**src/rtl/riscv_pkg.sv**
```systemverilog
// Shared RISC-V encoding definitions: format codes (aligned with the core's ImmSel),
// constant encodings and the immediate range helper.
package riscv_pkg;

  typedef enum logic [2:0] {
    IMM_I = 3'b000,
    IMM_S = 3'b001,
    IMM_B = 3'b010,
    IMM_J = 3'b011,
    IMM_U = 3'b100,
    FMT_R = 3'b101
  } fmt_e;

  localparam logic [31:0] INSTR_ZERO = 32'h0000_0000;
  localparam logic [31:0] NOP_INSTR  = 32'h0000_0013;

  // True when v is representable as a two's-complement value of the given width,
  // i.e. every bit from bits-1 upward is a copy of the sign.
  function automatic logic fits_signed(input logic [31:0] v, input int unsigned bits);
    logic signed [31:0] t;
    t = $signed(v) >>> (bits - 1);
    return (t == '0) || (t == '1);
  endfunction

endpackage

```
**src/rtl/imm_encoder.sv**
```systemverilog
// Combinational field packing for one instruction plus immediate range/alignment checks.
module imm_encoder
  import riscv_pkg::*;
(
  input  logic [2:0]  fmt,
  input  logic [6:0]  opcode,
  input  logic [4:0]  rd,
  input  logic [4:0]  rs1,
  input  logic [4:0]  rs2,
  input  logic [2:0]  funct3,
  input  logic [6:0]  funct7,
  input  logic [31:0] imm,
  output logic [31:0] instr,
  output logic        err
);

  always_comb begin
    instr = INSTR_ZERO;
    err   = 1'b0;
    case (fmt_e'(fmt))
      IMM_I: begin
        instr = {imm[11:0], rs1, funct3, rd, opcode};
        err   = !fits_signed(imm, 12);
      end
      IMM_S: begin
        instr = {imm[11:5], rs2, rs1, funct3, imm[4:0], opcode};
        err   = !fits_signed(imm, 12);
      end
      IMM_B: begin
        instr = {imm[12], imm[10:5], rs2, rs1, funct3, imm[4:1], imm[11], opcode};
        err   = !fits_signed(imm, 13) || imm[0];
      end
      IMM_J: begin
        instr = {imm[20], imm[10:1], imm[11], imm[19:12], rd, opcode};
        err   = !fits_signed(imm, 21) || imm[0];
      end
      IMM_U: begin
        instr = {imm[31:12], rd, opcode};
        err   = (imm[11:0] != 12'h000);
      end
      FMT_R: begin
        instr = {funct7, rs2, rs1, funct3, rd, opcode};
        err   = 1'b0;
      end
      // Unknown formats emit an all-zero word and flag it.
      default: begin
        instr = INSTR_ZERO;
        err   = 1'b1;
      end
    endcase
  end

endmodule

```
**src/rtl/instr_encoder.sv**
```systemverilog
// Instruction encoder: packs fields via imm_encoder, buffers {instr,err} in a
// 2-entry in-order FIFO with valid/ready on both sides, and counts output handshakes.
module instr_encoder
  import riscv_pkg::*;
(
  input  logic        clk,
  input  logic        reset,
  input  logic        in_valid,
  output logic        in_ready,
  input  logic [2:0]  fmt,
  input  logic [6:0]  opcode,
  input  logic [4:0]  rd,
  input  logic [4:0]  rs1,
  input  logic [4:0]  rs2,
  input  logic [2:0]  funct3,
  input  logic [6:0]  funct7,
  input  logic [31:0] imm,
  output logic        out_valid,
  input  logic        out_ready,
  output logic [31:0] instr,
  output logic        err,
  output logic [15:0] enc_count
);

  logic [31:0] enc_instr_p0;
  logic        enc_err_p0;
  logic [31:0] ent_instr_p1 [2];
  logic        ent_err_p1   [2];
  logic        wr_ptr;
  logic        rd_ptr;
  logic [1:0]  occ;
  logic        vld_p1;
  logic        push;
  logic        pop;

  // Stage p0: combinational encode of the presented fields
  imm_encoder u_imm_encoder (
    .fmt    (fmt),
    .opcode (opcode),
    .rd     (rd),
    .rs1    (rs1),
    .rs2    (rs2),
    .funct3 (funct3),
    .funct7 (funct7),
    .imm    (imm),
    .instr  (enc_instr_p0),
    .err    (enc_err_p0)
  );

  // in_ready depends only on occupancy, never on out_ready.
  assign in_ready = (occ != 2'd2);
  assign vld_p1   = (occ != 2'd0);
  assign push     = in_valid && in_ready && !reset;
  assign pop      = vld_p1 && out_ready;

  always_ff @(posedge clk or posedge reset) begin
    if (reset) begin
      occ       <= 2'd0;
      wr_ptr    <= 1'b0;
      rd_ptr    <= 1'b0;
      enc_count <= 16'h0000;
    end else begin
      if (push) wr_ptr <= ~wr_ptr;
      if (pop) begin
        rd_ptr    <= ~rd_ptr;
        enc_count <= enc_count + 16'd1;
      end
      case ({push, pop})
        2'b10:   occ <= occ + 2'd1;
        2'b01:   occ <= occ - 2'd1;
        default: occ <= occ;
      endcase
    end
  end

  // Stage p1: FIFO storage; data is not reset, outputs are gated by occupancy
  always_ff @(posedge clk) begin
    if (push) begin
      ent_instr_p1[wr_ptr] <= enc_instr_p0;
      ent_err_p1[wr_ptr]   <= enc_err_p0;
    end
  end

  assign out_valid = vld_p1;
  assign instr     = vld_p1 ? ent_instr_p1[rd_ptr] : INSTR_ZERO;
  assign err       = vld_p1 ? ent_err_p1[rd_ptr]   : 1'b0;

endmodule
```
**config.mk**
```make
export PLATFORM = sky130hd
export DESIGN_NAME = instr_encoder
export DESIGN_NICKNAME = d
export VERILOG_FILES = /design/src/rtl/riscv_pkg.sv /design/src/rtl/imm_encoder.sv /design/src/rtl/instr_encoder.sv
export SDC_FILE = /design/constraint.sdc
export NUM_CORES = 1
export LEC_CHECK = 0
export CORE_UTILIZATION = 45
export CTS_CLUSTER_SIZE = 30
export DETAILED_ROUTE_END_ITERATION = 16
export PLACE_DENSITY = 0.73
export SLEW_MARGIN = 10
export SYNTH_ARGS = -nofsm -noshare
export SYNTH_HDL_FRONTEND = slang
export SYNTH_SLANG_ARGS = --single-unit
```
**constraint.sdc**
```tcl
create_clock -name clk -period 3.4 [get_ports clk]
set_input_delay 0.68 -clock clk [delete_from_list [all_inputs] [get_ports clk]]
set_output_delay 0.68 -clock clk [all_outputs]
set_load 0.05 [all_outputs]
```
# Word level (Yosys, flattened, before mapping)
# Memories as Yosys holds them, arrays and structs flattened.
# Index checks and enable logic that the tools add are counted.
[totals] output_inout_bits=51 n_memories=2 ramBits=66 reg_bits=20
[op_classes] eq_ne=11 addsub=3 n_reduce_logical=20 bitwise=2 n_mux=7
[memory_table] memory="ent_instr_p1" words=2 width=32 read_ports=1 rd_clocked_by_memory_dff=0 wr=1 line="instr_encoder.sv:27" source="logic [31:0] ent_instr_p1 [2];"
[memory_table] memory="ent_err_p1" words=2 width=1 read_ports=1 rd_clocked_by_memory_dff=0 wr=1 line="instr_encoder.sv:28" source="logic ent_err_p1 [2];"
[op_table] cell="32-bit one-hot mux with 6 select lines" count=1
[op_table] cell="32-bit equality test, second input constant" count=3
[op_table] cell="32-bit zero test" count=3
[op_table] cell="32-bit two-way mux" count=1
[op_table] cell="16-bit by 1-bit adder with 16-bit output, second input constant" count=1
[op_table] cell="12-bit nonzero test" count=1
[op_table] cell="3-bit by 2-bit equality test with 1-bit output, second input constant" count=2
[op_table] cell="3-bit equality test, second input constant" count=2
[op_table] cell="1-bit logical OR" count=5
[op_table] cell="1-bit one-hot mux with 5 select lines" count=1
[op_table] cell="1-bit zero test" count=4
[op_table] cell="2-bit one-hot mux with 2 select lines" count=1
[op_table] cell="2-bit nonzero test" count=2
[op_table] cell="3-bit by 1-bit equality test with 1-bit output, second input constant" count=1
[op_table] cell="1-bit logical AND" count=3
[op_table] cell="3-bit zero test" count=1
[op_table] cell="1-bit two-way mux" count=3
[op_table] cell="2-bit by 1-bit adder with 2-bit output, second input constant" count=1
[op_table] cell="2-bit by 1-bit equality test with 1-bit output, second input constant" count=1
[op_table] cell="2-bit equality test, second input constant" count=1
[op_table] cell="2-bit != test, second input constant" count=1
[op_table] cell="1-bit inverter" count=2
[op_table] cell="2-bit OR reduction" count=1
[op_table] cell="2-bit by 1-bit subtractor with 2-bit output, second input constant" count=1

# Depth between registers and ports, before layout
# Gate-level depths: netlist of run 1.
[depth] word_depth=5 depth_mapped=8 depth_no_buf=8

# By module
# From an unflattened synthesis of run 1, not the netlist that was laid out.
[unflattened] hier_cells=373 hier_area_um2=4458.0
[by_module_without_submodules] module="instr_encoder" cells_per_inst=219 seq_area_each_um2=2482.4 area_each_um2=3407.0 n_inst=1
[by_module_without_submodules] module="imm_encoder" cells_per_inst=154 seq_area_each_um2=0.0 area_each_um2=1051.0 n_inst=1

# Worst setup path before layout of run 1
# Ideal clock, no wire load.
[synth_path] path_type="in2reg" start="input reset" end="memory ent_err_p1[0], enable pin" setup_ps=423 required_time_ps=2977 cell_stages=3 path_slack_ps=126 path_buffers=0 arrival_ps=2851 cell_sequence="inv_1 nand3_1 nor2_1"
[synth_via] elab_chain_len=4
[synth_rtl] item="from (decl)" line="instr_encoder.sv:7" source="input logic reset,"
[synth_rtl] item="1-bit zero test (no line)"
[synth_rtl] item="1-bit logical AND" line="instr_encoder.sv:53" source="assign push = in_valid && in_ready && !reset;"
[synth_rtl] item="1-bit two-way mux" line="instr_encoder.sv:78" source="if (push) begin"
[synth_rtl] item="1-bit two-way mux (implied by the code)" line="instr_encoder.sv:80" source="ent_err_p1[wr_ptr] <= enc_err_p0;"
[synth_rtl] item="to (decl)" line="instr_encoder.sv:28"
# Every way passes these cells.

# Final worst setup path of run 1
[layout_path] start="register rd_ptr" end="output instr[11]"
[layout_via] elab_chain_len=2
[layout_rtl] item="from (decl)" line="instr_encoder.sv:30" source="logic rd_ptr;"
[layout_rtl] item="from (signal assigned)" line="instr_encoder.sv:65" source="rd_ptr <= ~rd_ptr;"
[layout_rtl] item="memory read 2 x 32 bit"
[layout_rtl] item="32-bit two-way mux" line="instr_encoder.sv:85" source="assign instr = vld_p1 ? ent_instr_p1[rd_ptr] : INSTR_ZERO;"
[layout_rtl] item="to (decl)" line="instr_encoder.sv:20" source="output logic [31:0] instr,"
# Every way passes these cells.

==> results of run 1 <==
metrics by stage:
stage,hold slack (ns),power [mW],util,instance area [µm²],setup WS [ns]
detailed placement,0.4666,3.765,0.6153,5685,0.6183
global route,0.4892,4.601,0.6353,5871,0.3507
global placement,0.4613,3.737,0.6153,5685,0.7188
CTS,0.4812,4.442,0.6353,5871,0.4551
finish,0.4735,4.400,0.6353,5871,0.4910
floorplan,0.4681,2.965,-,4277,0.1259
worst max-delay path, cell delays in order (launching register included):
cell and delay (ns):
dfrtp_2 0.60, buf_12 0.26, mux2i_1 0.10, nor2_1 0.10
clkdlybuf4s50_1 0.81
state kept, by name (all words and copies together) (netlist names):
name / cells
ent_instr_p1: 64
enc_count: 16
ent_err_p1: 2
wr_ptr: 1
occ: 2
rd_ptr: 1
Yosys cell counts, types with 2 or more instances:
library cell,instances,area [µm²]
dfrtp_1,20,500.5
and4_1,2,17.52
o21ai_0,7,35.03
or4_1,2,15.01
inv_2,5,18.77
a211oi_1,2,15.01
a221oi_1,21,183.9
o2bb2ai_1,6,52.55
buf_1,3,11.26
nor2b_1,4,25.02
edfxtp_1,66,1982
and2_1,8,50.05
nand2_1,16,60.06
xnor2_1,14,122.6
nor4_1,5,31.28
xor2_1,6,52.55
nand3_1,7,35.03
mux2_2,3,33.78
a21oi_1,15,75.07
a31oi_1,4,25.02
nor2_1,57,214.0
and3_1,6,37.54
buf_2,6,30.03
ha_1,2,25.02
clkbuf_1,9,33.78
nand4_1,7,43.79
mux2i_1,46,460.4
inv_1,3,11.26
kinds of logic (layout without fill, tap and decap cells):
family	after synthesis	after routing	share of synthesized area
AOI/OAI and AO/OA	59	59	0.09742
xor gates and xnor gates	20	20	0.04096
adders and majority gates	2	2	0.005850
buffers and inverters	26	155	0.02458
DFF	86	86	0.5805
muxes	49	49	0.1156
and+or+nand+nor	120	120	0.1352
path summary, 6_finish.rpt:
| kind | endpoint | cells past startpoint | start |
|---|---|---|---|
| worst max-delay path | instr[11] | 4 | rd_ptr |
| worst min-delay path | enc_count[15] | 1 | enc_count[15] |
| worst max register to register | enc_count[14] | 9 | occ[0] |
| worst min register to register | enc_count[15] | 1 | enc_count[15] |
| max in group asynchronous | rd_ptr | 3 | reset |
| min in group asynchronous | enc_count[0] | 3 | reset |
cell usage in the layout, fill, tap and decap left out, drive strengths merged, types with 3 or more instances in the layout:
cell type | synthesis | final
o2bb2ai | 6 | 6
dfrtp | 20 | 20
buf | 9 | 12
mux2 | 3 | 3
and2 | 8 | 8
o21ai | 8 | 8
edfxtp | 66 | 66
clkbuf | 9 | 12
nand4 | 7 | 7
clkdlybuf4s50 | 0 | 119
and3 | 6 | 6
nor2 | 58 | 58
mux2i | 46 | 46
nand2 | 16 | 16
nor4 | 5 | 5
xor2 | 6 | 6
nand3 | 7 | 7
a21oi | 15 | 15
a221oi | 21 | 21
inv | 8 | 8
xnor2 | 14 | 14
a31oi | 4 | 4
nor2b | 4 | 4
final cells by class:
cell class / instances / area [µm²] / share of cell area
clock buffer: 12 / 135.1 / 0.02302
clock inverter: 4 / 50.05 / 0.008525
timing repair buffer: 131 / 1306 / 0.2225
tap: 129 / 161.4 / 0.02749
inverter: 8 / 30.03 / 0.005115
sequential: 86 / 2484 / 0.4231
multi-input combinational: 250 / 1704 / 0.2903
routing by layer:
layer	global-route usage	routed length, µm	share of wire	vias to the layer above
li1	-	-	-	1605
met1	0.2646	4311	0.43	1655
met2	0.3510	4853	0.49	147
met3	0.03654	613	0.062	18
met4	0.08824	185	0.019	0
met5	0	0	0	-
power by group:
part	switching, mW	leakage, nW	total (mW)	internal, mW
Clock	0.341	0.0866	0.680	0.339
Sequential	0.124	0.867	1.44	1.32
Combinational	1.48	1.27	2.28	0.800
==> results.ini, run 1 <==
[sta]
max_freq_ghz=0.3438
grt_setup_unrepaired=no
fin_setup_tns_ns=0
setup_viol=0
relSlewSlack=0.2653
hold_viol=0
final.min_clock_period_ns=2.909
finClkSkew_ns=0.008765
worstMarginPinSlew_ns=1.098
slew_viol_final=0
fin_crit_sh=0.8556

[power]
cellLeakagePower_nw=2.228
irDropWorstVdd_uv=349.3
p_per_area_nw_per_um2=749.5

[synth]
yosysSeqAreaShare=0.5805
syn_nets=435
synth_edf_count=66
synth_seq_cells=86
avgSynthCellArea_um2=11.81
synthFlopType=edfxtp_1
yosysWarnings=0
synth.cell_area_um2=4277
synth.distinct_cells=38
syn-instance-count=362
async_flop_share=0.2326

[grt]
antenna_found_initial=0
grt_pass1_vias=3326
overflow=0
grt_max_degree=35
grt_pass1_wl_um=15910
grt_util_all_layers=0.2079

[critical_path]
cp-start-kind=register
crit_required_ns=2.72
crit_type=reg -> out
path_max_fanout=23
cp.arrival_ns=2.23
reg2reg_setup_slack_ns=1.46
endpoint_kind=output pin

[clock_tree]
cts.sinks=86
cts_tree=yes
cts_setup_buffers=0
path_clk_slew_ns=0.07
cts_resized=0
cts_root_buffer=clkbuf_8
clock_path_buffers=2
clock_latency_ns=0.35
cts_max_level=3
ctsHoldBuffers=0
cts_buffers=9

[floorplanning]
core_um2=9240
rows=35
fp.dieW_um=99.49
io-pin-count=122
start_util=0.4628
die-area_um2=9897
die_y_um=99.49

[finish]
antennaDiodeCount=0
nFillCells=742
nets=559
instances_no_fill=620
drive_above_1_share=0.07739
area_delta_synth_final_pct=37.27

[drt]
postRouteWirelength_um=9964
routed_via_density=5.524
drt-initial-drc-count=151
drt_first_pass_iters=5
wl_per_cell_um=16.07
drc=0
ant_nets=0
dr_total_vias=3425

[flow_run]
max_cap_viol_count=0

[placement]
gp_congestion=0.8161
dp.cells=604
io_buffers=121
dp_hpwl_um=7173

[run_status]
status=finished, final reports clean

[hold_path]
hold_path.class=reg -> reg

Power figures use the tool's default switching activity.
==> run 2: changes to the inputs <==
--- a/config.mk
+++ b/config.mk
@@ -5,6 +5,7 @@
 export SDC_FILE = /design/constraint.sdc
 export NUM_CORES = 1
 export LEC_CHECK = 0
+export ABC_AREA = 1
 export CORE_UTILIZATION = 45
 export CTS_CLUSTER_SIZE = 30
 export DETAILED_ROUTE_END_ITERATION = 16
==> results.ini, run 2 <==
[run_status]
status=finished, final reports clean

[clock_tree]
cts_setup_buffers=0
clock_latency_ns=0.34
clock_path_buffers=2
path_clk_slew_ns=0.08
cts_resized=0
cts_root_buffer=clkbuf_8
cts_tree=yes
cts.sinks=86
ctsHoldBuffers=0
cts_buffers=9
cts_max_level=3

[synth]
synth.most_common_cell=nand2_1
synth_area_leader_cell=edfxtp_1
synth_edf_count=66
syn_nets=545
synth.distinct_cells=27
synth_common_cells=nand2_1, edfxtp_1, inv_1
synth_area_leaders=edfxtp_1, nand2_1, dfrtp_1
synth_seq_cells=86
yosysSeqAreaShare=0.5832
synthFlopType=edfxtp_1
yosysTopAreaCellShare=0.4656
avgSynthCellArea_um2=9.018
yosysWarnings=0
async_flop_share=0.2326
synth.cell_area_um2=4257
syn-instance-count=472

[finish]
largest_register_ffs=64
area_delta_synth_final_pct=35.01
antennaDiodeCount=0
top_register=ent_instr_p1
regArea_um2=2482
reg_top3=ent_instr_p1 x64, enc_count x16
final_cell_mix=nand2_1, clkdlybuf4s50_1, edfxtp_1
nFillCells=757
multi_input_area_um2=1541
stdcell_area_um2=5747
layout_commonest_cell=nand2_1
nets=674
drive_above_1_share=0.1221

[critical_path]
cp-start-kind=register
worst-path-buf-inv=3
crit_top_cell=buf_4
crit_chain=clkinv_1, buf_4, nand2_1, a21oi_1, buf_4
cp_slowest_stage_delay_ns=0.43
cp.arrival_ns=1.84
critical-path-top-delay-family=buffers and inverters
crit_type=reg -> out
critPathSlowestCell=clkinv_1
path_max_fanout=17
crit_required_ns=2.72
endpoint_kind=output pin

[sta]
fin_setup_tns_ns=0
worstMarginPinSlew_ns=0.5227
final.min_clock_period_ns=2.525
setup_slack_ns=0.8750
max_freq_ghz=0.3960
slew_viol_final=0
fin_crit_sh=0.7426
hold_viol=0
grt_setup_unrepaired=no
hold_ws_ns=0.4772
setup_viol=0
finClkSkew_ns=0.01214
relSlewSlack=0.6494

[grt]
globalRouteMet3Util=0.03865
antenna_found_initial=0
grt_max_degree=35
met2_usage=0.3440
grt_pass1_wl_um=16170
grtUsageMet1=0.3011
grt_util_all_layers=0.2153
busiest_layer=met2
overflow=0
grt_pass1_vias=3463

[floorplanning]
core_um2=9196
die-area_um2=9852
start_util=0.4629
rows=35
die_y_um=99.26
io-pin-count=122
fp.dieW_um=99.26

[drt]
routed_via_density=5.003
postRouteWirelength_um=10180
drt_first_pass_iters=5
ant_nets=0
dr_total_vias=3587
drt-initial-drc-count=103
drc=0
wl_per_cell_um=14.19

[flow_run]
max_cap_viol_count=0

[placement]
placed_area_um2=5554
io_buffers=121
dp_hpwl_um=7681
place_ws_ns=0.8463
gp_congestion=0.9019

[power]
internal-power_mw=2.304
p_per_area_nw_per_um2=759.5
p_seq_frac=0.321
clkPwrFrac=0.152
p_switching_mw=2.061
swShare=0.4721
power_mw=4.364
irDropWorstVdd_uv=467.1
p_comb_frac=0.527
cellLeakagePower_nw=2.447

[hold_path]
hold_path.class=reg -> reg

==> run 2: cell count changes in the layout (fill, tap and decap cells not counted), moves of 7 or more <==
cell / previous run / this run
a21oi_1: 15 / 36
a221oi_1: 21 / 0
and2_1: 8 / 0
buf_4: 10 / 40
clkdlybuf4s50_1: 119 / 88
inv_1: 3 / 54
mux2i_1: 46 / 0
nand2_1: 16 / 157
nor2_1: 55 / 45
o21ai_0: 7 / 17
xnor2_1: 14 / 7
==> run 2: final cells by class <==
class,instances,share of cell area
timing repair buffer,128,0.2055
clock buffer,12,0.02852
inverter,56,0.03658
clock inverter,4,0.005008
sequential,86,0.4320
multi-input combinational,320,0.2682
tap,111,0.02417
==> run 2: per-layer routing <==
layer | share of wire | up-vias | wire (µm)
met4 | 0.0077 | 0 | 78
li1 | - | 1794 | -
met3 | 0.067 | 6 | 679
met1 | 0.46 | 1637 | 4633
met5 | 0 | - | 0
met2 | 0.47 | 150 | 4783
==> run 2: logic make-up (layout without fill, tap and decap cells) <==
logic type | after synthesis | in the layout | share of synthesized area
buffers and inverters | 66 | 200 | 0.05820
AOI/OAI and AO/OA | 67 | 67 | 0.08877
adders and majority gates | 2 | 2 | 0.005878
DFF | 86 | 86 | 0.5832
and+or+nand+nor | 232 | 232 | 0.2249
xor gates and xnor gates | 19 | 19 | 0.03909
==> run 2: path summary, 6_finish.rpt <==
| check | from | end | slack (ns) | cells past startpoint |
|---|---|---|---|---|
| max | rd_ptr | instr[21] | 0.88 | 5 |
| min reg2reg | enc_count[15] | enc_count[15] | 0.48 | 1 |
| min | enc_count[15] | enc_count[15] | 0.48 | 1 |
| max in group asynchronous | reset | occ[1] | 2.49 | 3 |
| min in group asynchronous | reset | enc_count[10] | 0.70 | 3 |
| max reg2reg | occ[0] | occ[1] | 1.55 | 7 |
==> run 2: power groups by stage <==
| stage | sequential [mW] | clock (mW) | combinational (mW) |
|---|---|---|---|
| floorplan | 1.52 | 0 | 1.45 |
| global placement | 1.42 | 0 | 2.30 |
| detailed placement | 1.42 | 0 | 2.31 |
| CTS | 1.40 | 0.682 | 2.32 |
| global route | 1.42 | 0.718 | 2.45 |
| finish | 1.40 | 0.663 | 2.30 |
==> run 2: stage by stage <==
stage               instances    util
finish                    717  0.6249
global route              717  0.6249
CTS                       717  0.6249
detailed placement        701  0.6039
global placement          701  0.6039
floorplan                 472       -
==> run 3: changes to the inputs <==
--- a/config.mk
+++ b/config.mk
@@ -6,7 +6,7 @@
 export NUM_CORES = 1
 export LEC_CHECK = 0
 export ABC_AREA = 1
-export CORE_UTILIZATION = 45
+export CORE_UTILIZATION = 43
 export CTS_CLUSTER_SIZE = 30
 export DETAILED_ROUTE_END_ITERATION = 16
 export PLACE_DENSITY = 0.73
==> constraint.sdc (replaced) <==
create_clock -name clk -period 2.3 [get_ports clk]
set_input_delay 0.46 -clock clk [delete_from_list [all_inputs] [get_ports clk]]
set_output_delay 0.46 -clock clk [all_outputs]
set_load 0.05 [all_outputs]
==> results.ini, run 3 (synthesized netlist as in run 2, its figures left out) <==
[sta]
grt_setup_unrepaired=no
relSlewSlack=0.6532
hold_viol=0
final.min_clock_period_ns=2.206
finClkSkew_ns=0.01428
hold_ws_ns=0.4729
setup_slack_ns=0.09386
worstMarginPinSlew_ns=0.5186
setup_viol=0
max_freq_ghz=0.4533
slew_viol_final=0
fin_crit_sh=0.9592

[clock_tree]
cts_max_level=3
clock_latency_ns=0.34
ctsHoldBuffers=0
cts_resized=0
cts_tree=yes
cts_buffers=9
clock_path_buffers=2
cts_setup_buffers=0
path_clk_slew_ns=0.09
cts_root_buffer=clkbuf_8
cts.sinks=86

[drt]
routed_via_density=4.918
postRouteWirelength_um=10330
wl_per_cell_um=13.91
ant_nets=0
drt-initial-drc-count=106
drt_first_pass_iters=5
dr_total_vias=3654
drc=0

[placement]
dp.cells=727
placed_area_um2=5649
place_ws_ns=0.1361
dp_hpwl_um=7953
io_buffers=121
gp_congestion=0.8749

[finish]
layout_commonest_cell=nand2_1
final_cell_mix=nand2_1, clkdlybuf4s50_1, edfxtp_1
largest_register_ffs=64
utilization=0.6198
stdcell_area_um2=5836
reg_top3=ent_instr_p1 x64, enc_count x16
top_register=ent_instr_p1
nets=682
area_delta_synth_final_pct=37.10
drive_above_1_share=0.1336
instances_no_fill=743
antennaDiodeCount=0

[grt]
grt_pass1_wl_um=16130
overflow=0
grt_pass1_vias=3478
grt_util_all_layers=0.2079
grt_max_degree=35
antenna_found_initial=0

[floorplanning]
start_util=0.4521
core_um2=9415
io-pin-count=122
die-area_um2=10300
fp.dieW_um=101.5
die_y_um=101.5
rows=35

[power]
irDropWorstVdd_uv=576.5
cellLeakagePower_nw=2.489
p_per_area_nw_per_um2=1119

[critical_path]
path_max_fanout=5
critical-path-top-delay-family=buffers and inverters
endpoint_kind=output pin
cp.arrival_ns=1.75
cp-start-kind=register
crit_type=reg -> out
worst-path-buf-inv=2
crit_chain=inv_2, nand2_1, clkdlybuf4s50_1
crit_required_ns=1.84
critPathSlowestCell=clkdlybuf4s50_1
cp_slowest_stage_delay_ns=0.81

[hold_path]
hold_path.class=reg -> reg

[flow_run]
max_cap_viol_count=0

[run_status]
status=finished, final reports clean

## run 3: cell count changes in the layout (fill, tap and decap cells not counted), sizes merged
cell / delta
buf: +8
clkinv: -2
inv: +2
## run 3: report_power, final
group | switching (mW) | internal (mW)
combinational | 2.44 | 1.03
sequential | 0.126 | 1.94
clock | 0.522 | 0.468
## run 3: final cells by class
cell class                 count  area (µm²)
inverter                      56       210.2
sequential                    86        2482
tap                          129       161.4
multi-input combinational    320        1541
clock inverter                 4       27.53
clock buffer                  12       158.9
timing repair buffer         136        1254
fill                         819        3580
## run 3: metrics by stage
step	total power, mW	setup TNS (ns)
detailed placement	5.591	0
finish	6.528	0
floorplan	4.389	-14.75
CTS	6.578	0
global route	6.844	0
global placement	5.560	0
## run 3: metal layers
| layer | track usage | vias up | routed length, µm |
|---|---|---|---|
| met3 | 0.04417 | 9 | 627 |
| met2 | 0.3344 | 138 | 4814 |
| met4 | 0.07023 | 0 | 128 |
| li1 | - | 1812 | - |
| met1 | 0.2806 | 1695 | 4764 |
| met5 | 0 | - | 0 |
## run 3: final timing paths
kind,startpoint,endpoint,slack [ns],cells after the start
setup / recovery,occ[0],in_ready,0.09,3
setup reg to reg,occ[0],occ[1],0.59,7
hold / removal,enc_count[15],enc_count[15],0.47,1
max in group asynchronous,reset,enc_count[14],1.58,3
min in group asynchronous,reset,occ[0],0.51,3
hold reg to reg,enc_count[15],enc_count[15],0.47,1
==> RTL edit 1: new RTL, config.mk and constraints of run 3 <==
Register the output `err`, with the module's reset; this adds one clock of latency there. The other outputs are not delayed to match.
--- a/src/rtl/instr_encoder.sv
+++ b/src/rtl/instr_encoder.sv
@@ -21,6 +21,8 @@
   output logic        err,
   output logic [15:0] enc_count
 );
+
+  logic err_d;
 
   logic [31:0] enc_instr_p0;
   logic        enc_err_p0;
@@ -83,6 +85,14 @@
 
   assign out_valid = vld_p1;
   assign instr     = vld_p1 ? ent_instr_p1[rd_ptr] : INSTR_ZERO;
-  assign err       = vld_p1 ? ent_err_p1[rd_ptr]   : 1'b0;
+  assign err_d     = vld_p1 ? ent_err_p1[rd_ptr]   : 1'b0;
+
+  always_ff @(posedge clk or posedge reset) begin
+    if (reset) begin
+      err <= '0;
+    end else begin
+      err <= err_d;
+    end
+  end
 
 endmodule
Function: changed (Yosys sat finds a counterexample within 4 cycles, from zero or initial values and one cycle with reset high).
==> RTL edit 1 against run 3 <==
- power grew 0.82%
- cell area up 0.94%
- wire length rose by 2.4%
- setup slack about the same
- register-to-register slack lost 0.11 ns
- sequential cell count up 1
- synthesized area grew 0.59%
- critical path type unchanged
- worst hold slack gained 0.0014 ns
- highest routed layer unchanged
==> RTL edit 1: results (changes against run 3) <==
The post-place instance area came out at 0.00570 mm2 (+0.89%). The starting DRC count in detailed routing was 161 (+52%). The reported leakage power came out at 0.00250 uW (+0.59%).

The flow ran to the end, and the final reports show no timing, DRC or antenna violations. The overall routed net length came out at 10.6 mm (+2.4%). The highest clock rate is 453 MHz (about the same). The met3 usage in global routing came out at 0.0407 (-0.00345). The worst slew slack as a fraction of its limit is 0.662 (+0.00928). The amount of wire on met2 after detailed routing came out at 5.14 mm (+6.7%). The fill cell instance count of the final layout is 855 (+4.4%). The part of the Yosys area used for sequential elements came to 0.586 (+0.00244). The proportion of layout cells with a drive suffix above 1 came out at 0.127 (-0.00651). The cell area after layout came out at 0.00589 mm2 (+0.94%).

The detailed-route via count came out at 3698 (+1.2%). The sum of met3 wire segment lengths after detailed routing is 713 um (+14%). Relative to the synthesized area, the layout overhead comes to 37.6%.

The number of search-and-repair iterations in the first detailed-routing pass was 4 (-1). The final cell count without fillers is 747 (+0.54%). The share of Yosys cell area claimed by the top area cell type is 0.463 (-0.00272). The first-pass GRT wire length came out at 16.6 mm (+2.7%). Sorting the synthesized cells by area gives the leading types as edfxtp_1 46%, nand2_1 14%, dfrtp_1 12%.

The placed wire-length estimate came out at 8.02 mm (+0.90%). The clock power share came out at 0.155 (+0.003). The most critical setup path has its endpoint at out_valid. The switching share of power is 0.468 (-0.00493).

The highest cell delay on the worst timing path came out at 0.79 ns (-0.02 ns). The number of diodes added for antenna fixing came out at 0 (unchanged). The global routing usage on met2 is 0.362 (+0.0279).

The length of routed wiring on met1 was 4.62 mm (-3.1%). The number of nets produced by synthesis came out at 546 (+0.18%). The total track usage came out at 0.213 (+0.00552). The post-placement setup slack is 0.100 ns (-0.0359 ns). The initial antenna violation count came out at 0 (unchanged). The largest voltage drop on the vdd net came to 0.557 mV (-3.3%). The proportion of synthesized flip-flops having asynchronous set or reset was 0.241 (+0.00882).

The fraction of met1 tracks used by global routing was 0.270 (-0.0102). The overall power is 6580 uW (+0.82%). The number of instances in the placed design is 731 (+0.55%).
[RTL edit 1: cell count changes in the layout (fill, tap and decap cells not counted), moves of 2 or more]
cell	run 3	this run
clkbuf_8	11	9
inv_4	3	0
buf_4	47	43
buf_12	1	3
clkinv_2	0	2
[RTL edit 1: cell families (layout without fill, tap and decap cells)]
family,after synthesis,in the layout,share of synthesized area
simple gates,232,232,0.224
flops,87,87,0.586
compound gates,67,67,0.0883
buf+inv,66,207,0.0579
xor+xnor,19,19,0.0389
fa+ha+maj,2,2,0.00584
[RTL edit 1: what timing repair did]
action                     in CTS  in global routing
setup endpoints to repair       0                  1
hold buffers                    0                  0
resized for setup               0                  1
[RTL edit 1: final cells by class]
| cell class | count | share of cell area |
|---|---|---|
| Sequential cell | 87 | 0.426 |
| Inverter | 56 | 0.0357 |
| Timing Repair Buffer | 135 | 0.217 |
| Clock inverter | 6 | 0.0104 |
| Multi-Input combinational cell | 320 | 0.262 |
| Tap cell | 133 | 0.0282 |
| Clock buffer | 10 | 0.0217 |
==> RTL edit 2: new RTL, config.mk and constraints of run 3 <==
Without the edit above. Reset style: synchronous (`reset`), changed in one clocked block.
--- a/src/rtl/instr_encoder.sv
+++ b/src/rtl/instr_encoder.sv
@@ -53,7 +53,7 @@
   assign push     = in_valid && in_ready && !reset;
   assign pop      = vld_p1 && out_ready;
 
-  always_ff @(posedge clk or posedge reset) begin
+  always_ff @(posedge clk) begin
     if (reset) begin
       occ       <= 2'd0;
       wr_ptr    <= 1'b0;
Function: differs if reset is asserted again (counterexample within 4 cycles, from zero or initial values and one cycle with reset high); with reset held inactive, the same outputs for 10 cycles.
==> RTL edit 2 against run 3 <==
- clock skew shrank 0.0026 ns
- power shrank 17%
- global-route usage grew 1.5 points
- largest power group unchanged
- worst hold slack lost 0.0065 ns
- wire length grew 6.3%
- core utilization shrank 1.3 points
- setup slack gained 0.019 ns
- synthesized area grew 2.4%
- cell area grew 2.0%
- sequential cell count grew 1
==> RTL edit 2: results (changes against run 3) <==
The run finished with clean final reports. The count of distinct cell types in the synthesized netlist came to 33 (+22%). The number of search-and-repair iterations in the first detailed-routing pass is 4 (-1). The clock transition time at the flip-flop clock pins of the worst setup and hold paths is 0.09 ns (about the same).

The post-CTS resize count came out at 0 (unchanged). The path class of the lowest-slack min-delay path is reg2reg. The number of enable-type register cells in the synthesized netlist is 66 (unchanged). The count of H-tree levels built during CTS is 3 (unchanged).

The proportion of synthesized flip-flops having asynchronous set or reset came out at 0 (-0.233). The beginning of the worst hold path is rd_ptr. The CTS buffer count is 9 (unchanged). The part of the Yosys area used for sequential elements came out at 0.551 (-0.0321). The instance count along the most critical hold path was 1 (unchanged).

The starting DRC count in detailed routing is 148 (+40%). The initial antenna violation count came to 0 (unchanged). The arrival time of data at the critical path endpoint is 1.73 ns (-0.02 ns). The fraction of met1 tracks used by global routing was 0.275 (-0.00605). The number of port buffers came out at 121 (unchanged). The pin count of the biggest net entering global routing is 34 (-2.9%). The most critical setup path has its startpoint at occ[0]. The number of buffers added for setup after CTS is 0 (unchanged). The largest registers in the layout are ent_instr_p1 (64), enc_count (16).

The worst slew slack as a fraction of its limit was 0.656 (+0.00234). The fill cell instance count of the final layout is 885 (+8.1%). The met3 usage in global routing came out at 0.0400 (-0.00417). The number of nets produced by synthesis came out at 596 (+9.4%). The maximum fanout count along the critical path was 5 (unchanged). The via count of the first global-routing pass came out at 3819 (+9.8%). The largest voltage drop on the vdd net was 0.407 mV (-29%). The clock latency on the worst-skew pair came out at 0.35 ns. The detailed-route via count was 3996 (+9.4%). The average cell area after synthesis is 8.33 um2 (-7.6%). The total number of yosys warnings is 0 (unchanged). Yosys attributes the largest share of cell area to edfxtp_1 45%, nand2_1 14%, dfxtp_1 9.6%.

The placed wire-length estimate came out at 8.28 mm (+4.2%). The average wire per standard cell is 13.9 um (-0.39%). The layer flagged by global routing as most heavily used is met2.

The global routing usage on met2 is 0.387 (+0.0528). The worst reg-to-reg path cell count is 8 (+1). The post-place instance area is 0.00574 mm2 (+1.6%). The total internal power is 3140 uW (-8.6%). The maximum number of buffers from clock root to sink is 2 (unchanged). The reported leakage power came out at 0.00243 uW (-2.2%). The final worst clock skew is 0.0117 ns (-0.00256 ns). The worst-path cell with the longest stage delay is clkdlybuf4s50_1.

The overall routed net length came out at 11.0 mm (+6.3%). On the critical path the largest part of the delay comes from buffers and inverters. The proportion of layout cells with a drive suffix above 1 is 0.120 (-0.0139). The global placer's final weighted congestion came out at 0.911 (+4.2%).

The number of instances in the placed design is 777 (+6.9%). The first-pass GRT wire length was 17.7 mm (+10%). The number of diodes added for antenna fixing came out at 0 (unchanged). The total track usage came to 0.223 (+0.0147). CTS placed an instance of clkbuf_8 at the clock tree root.

The net count of the finished layout was 728 (+6.7%). By count the netlist is led by 168 x nand2_1, 66 x edfxtp_1, 65 x nor2_1, 62 x inv_1, 47 x a21oi_1.
==> RTL edit 2: cell count changes in the layout (fill, tap and decap cells not counted), sizes merged, moves of 9 or more <==
cell and change:
dfxtp +21, dfrtp -20, nor2 +16, a21oi +11
xor2 -11, inv +9
==> RTL edit 2: cells by family (layout without fill, tap and decap cells) <==
kind of cell | count (synthesis) | in the layout | synth area share
compound gates | 86 | 86 | 0.111
buf+inv | 79 | 216 | 0.0703
simple gates | 268 | 268 | 0.260
flops | 87 | 87 | 0.551
xor+xnor | 1 | 1 | 0.00201
fa+ha+maj | 2 | 2 | 0.00574
==> RTL edit 2: worst paths after layout <==
| kind | endpoint | slack, ns |
|---|---|---|
| max | in_ready | 0.11 |
| max reg2reg | occ[1] | 0.62 |
| min reg2reg | register | 0.47 |
| min | register | 0.47 |
==> RTL edit 2: power by group through the flow <==
stage | clock network [uW] | logic, uW | registers (uW)
finish | 1140 | 2400 | 1880
global route | 1210 | 2570 | 1890
floorplan | 0 | 1550 | 1940
CTS | 1150 | 2420 | 1880
detailed placement | 0 | 2420 | 1920
global placement | 0 | 2390 | 1910
==> RTL edit 2: area by class of cell <==
type / count / area (um2) / area share
Clock inverter: 6 / 85.1 / 0.0143
Inverter: 67 / 254 / 0.0427
Timing Repair Buffer: 133 / 1250 / 0.211
Multi-Input combinational cell: 357 / 1670 / 0.280
Tap cell: 133 / 166 / 0.0279
Sequential cell: 87 / 2400 / 0.403
Clock buffer: 10 / 128 / 0.0214
==> RTL edit 2: layer usage <==
| layer | part of all wire | up-vias | routed length (um) |
|---|---|---|---|
| li1 | - | 1978 | - |
| met3 | 0.049 | 16 | 538 |
| met2 | 0.49 | 127 | 5390 |
| met4 | 0.017 | 0 | 187 |
| met1 | 0.44 | 1875 | 4870 |
| met5 | 0 | - | 0 |
==> RTL edit 2: through the flow <==
stage | setup WS, ns | hold slack [ns]
floorplan | -0.0590 | 0.425
global placement | 0.134 | 0.435
detailed placement | 0.0520 | 0.454
CTS | 0.102 | 0.464
global route | 0.00562 | 0.473
finish | 0.113 | 0.466
==> RTL edit 2: worst reg2reg max path, delay by kind of cell (launching register included) <==
family,cells,cell delay (ns)
simple gates,2,0.17
compound gates,4,0.50
flops,1,0.37
buf+inv,1,0.22
fa+ha+maj,1,0.30
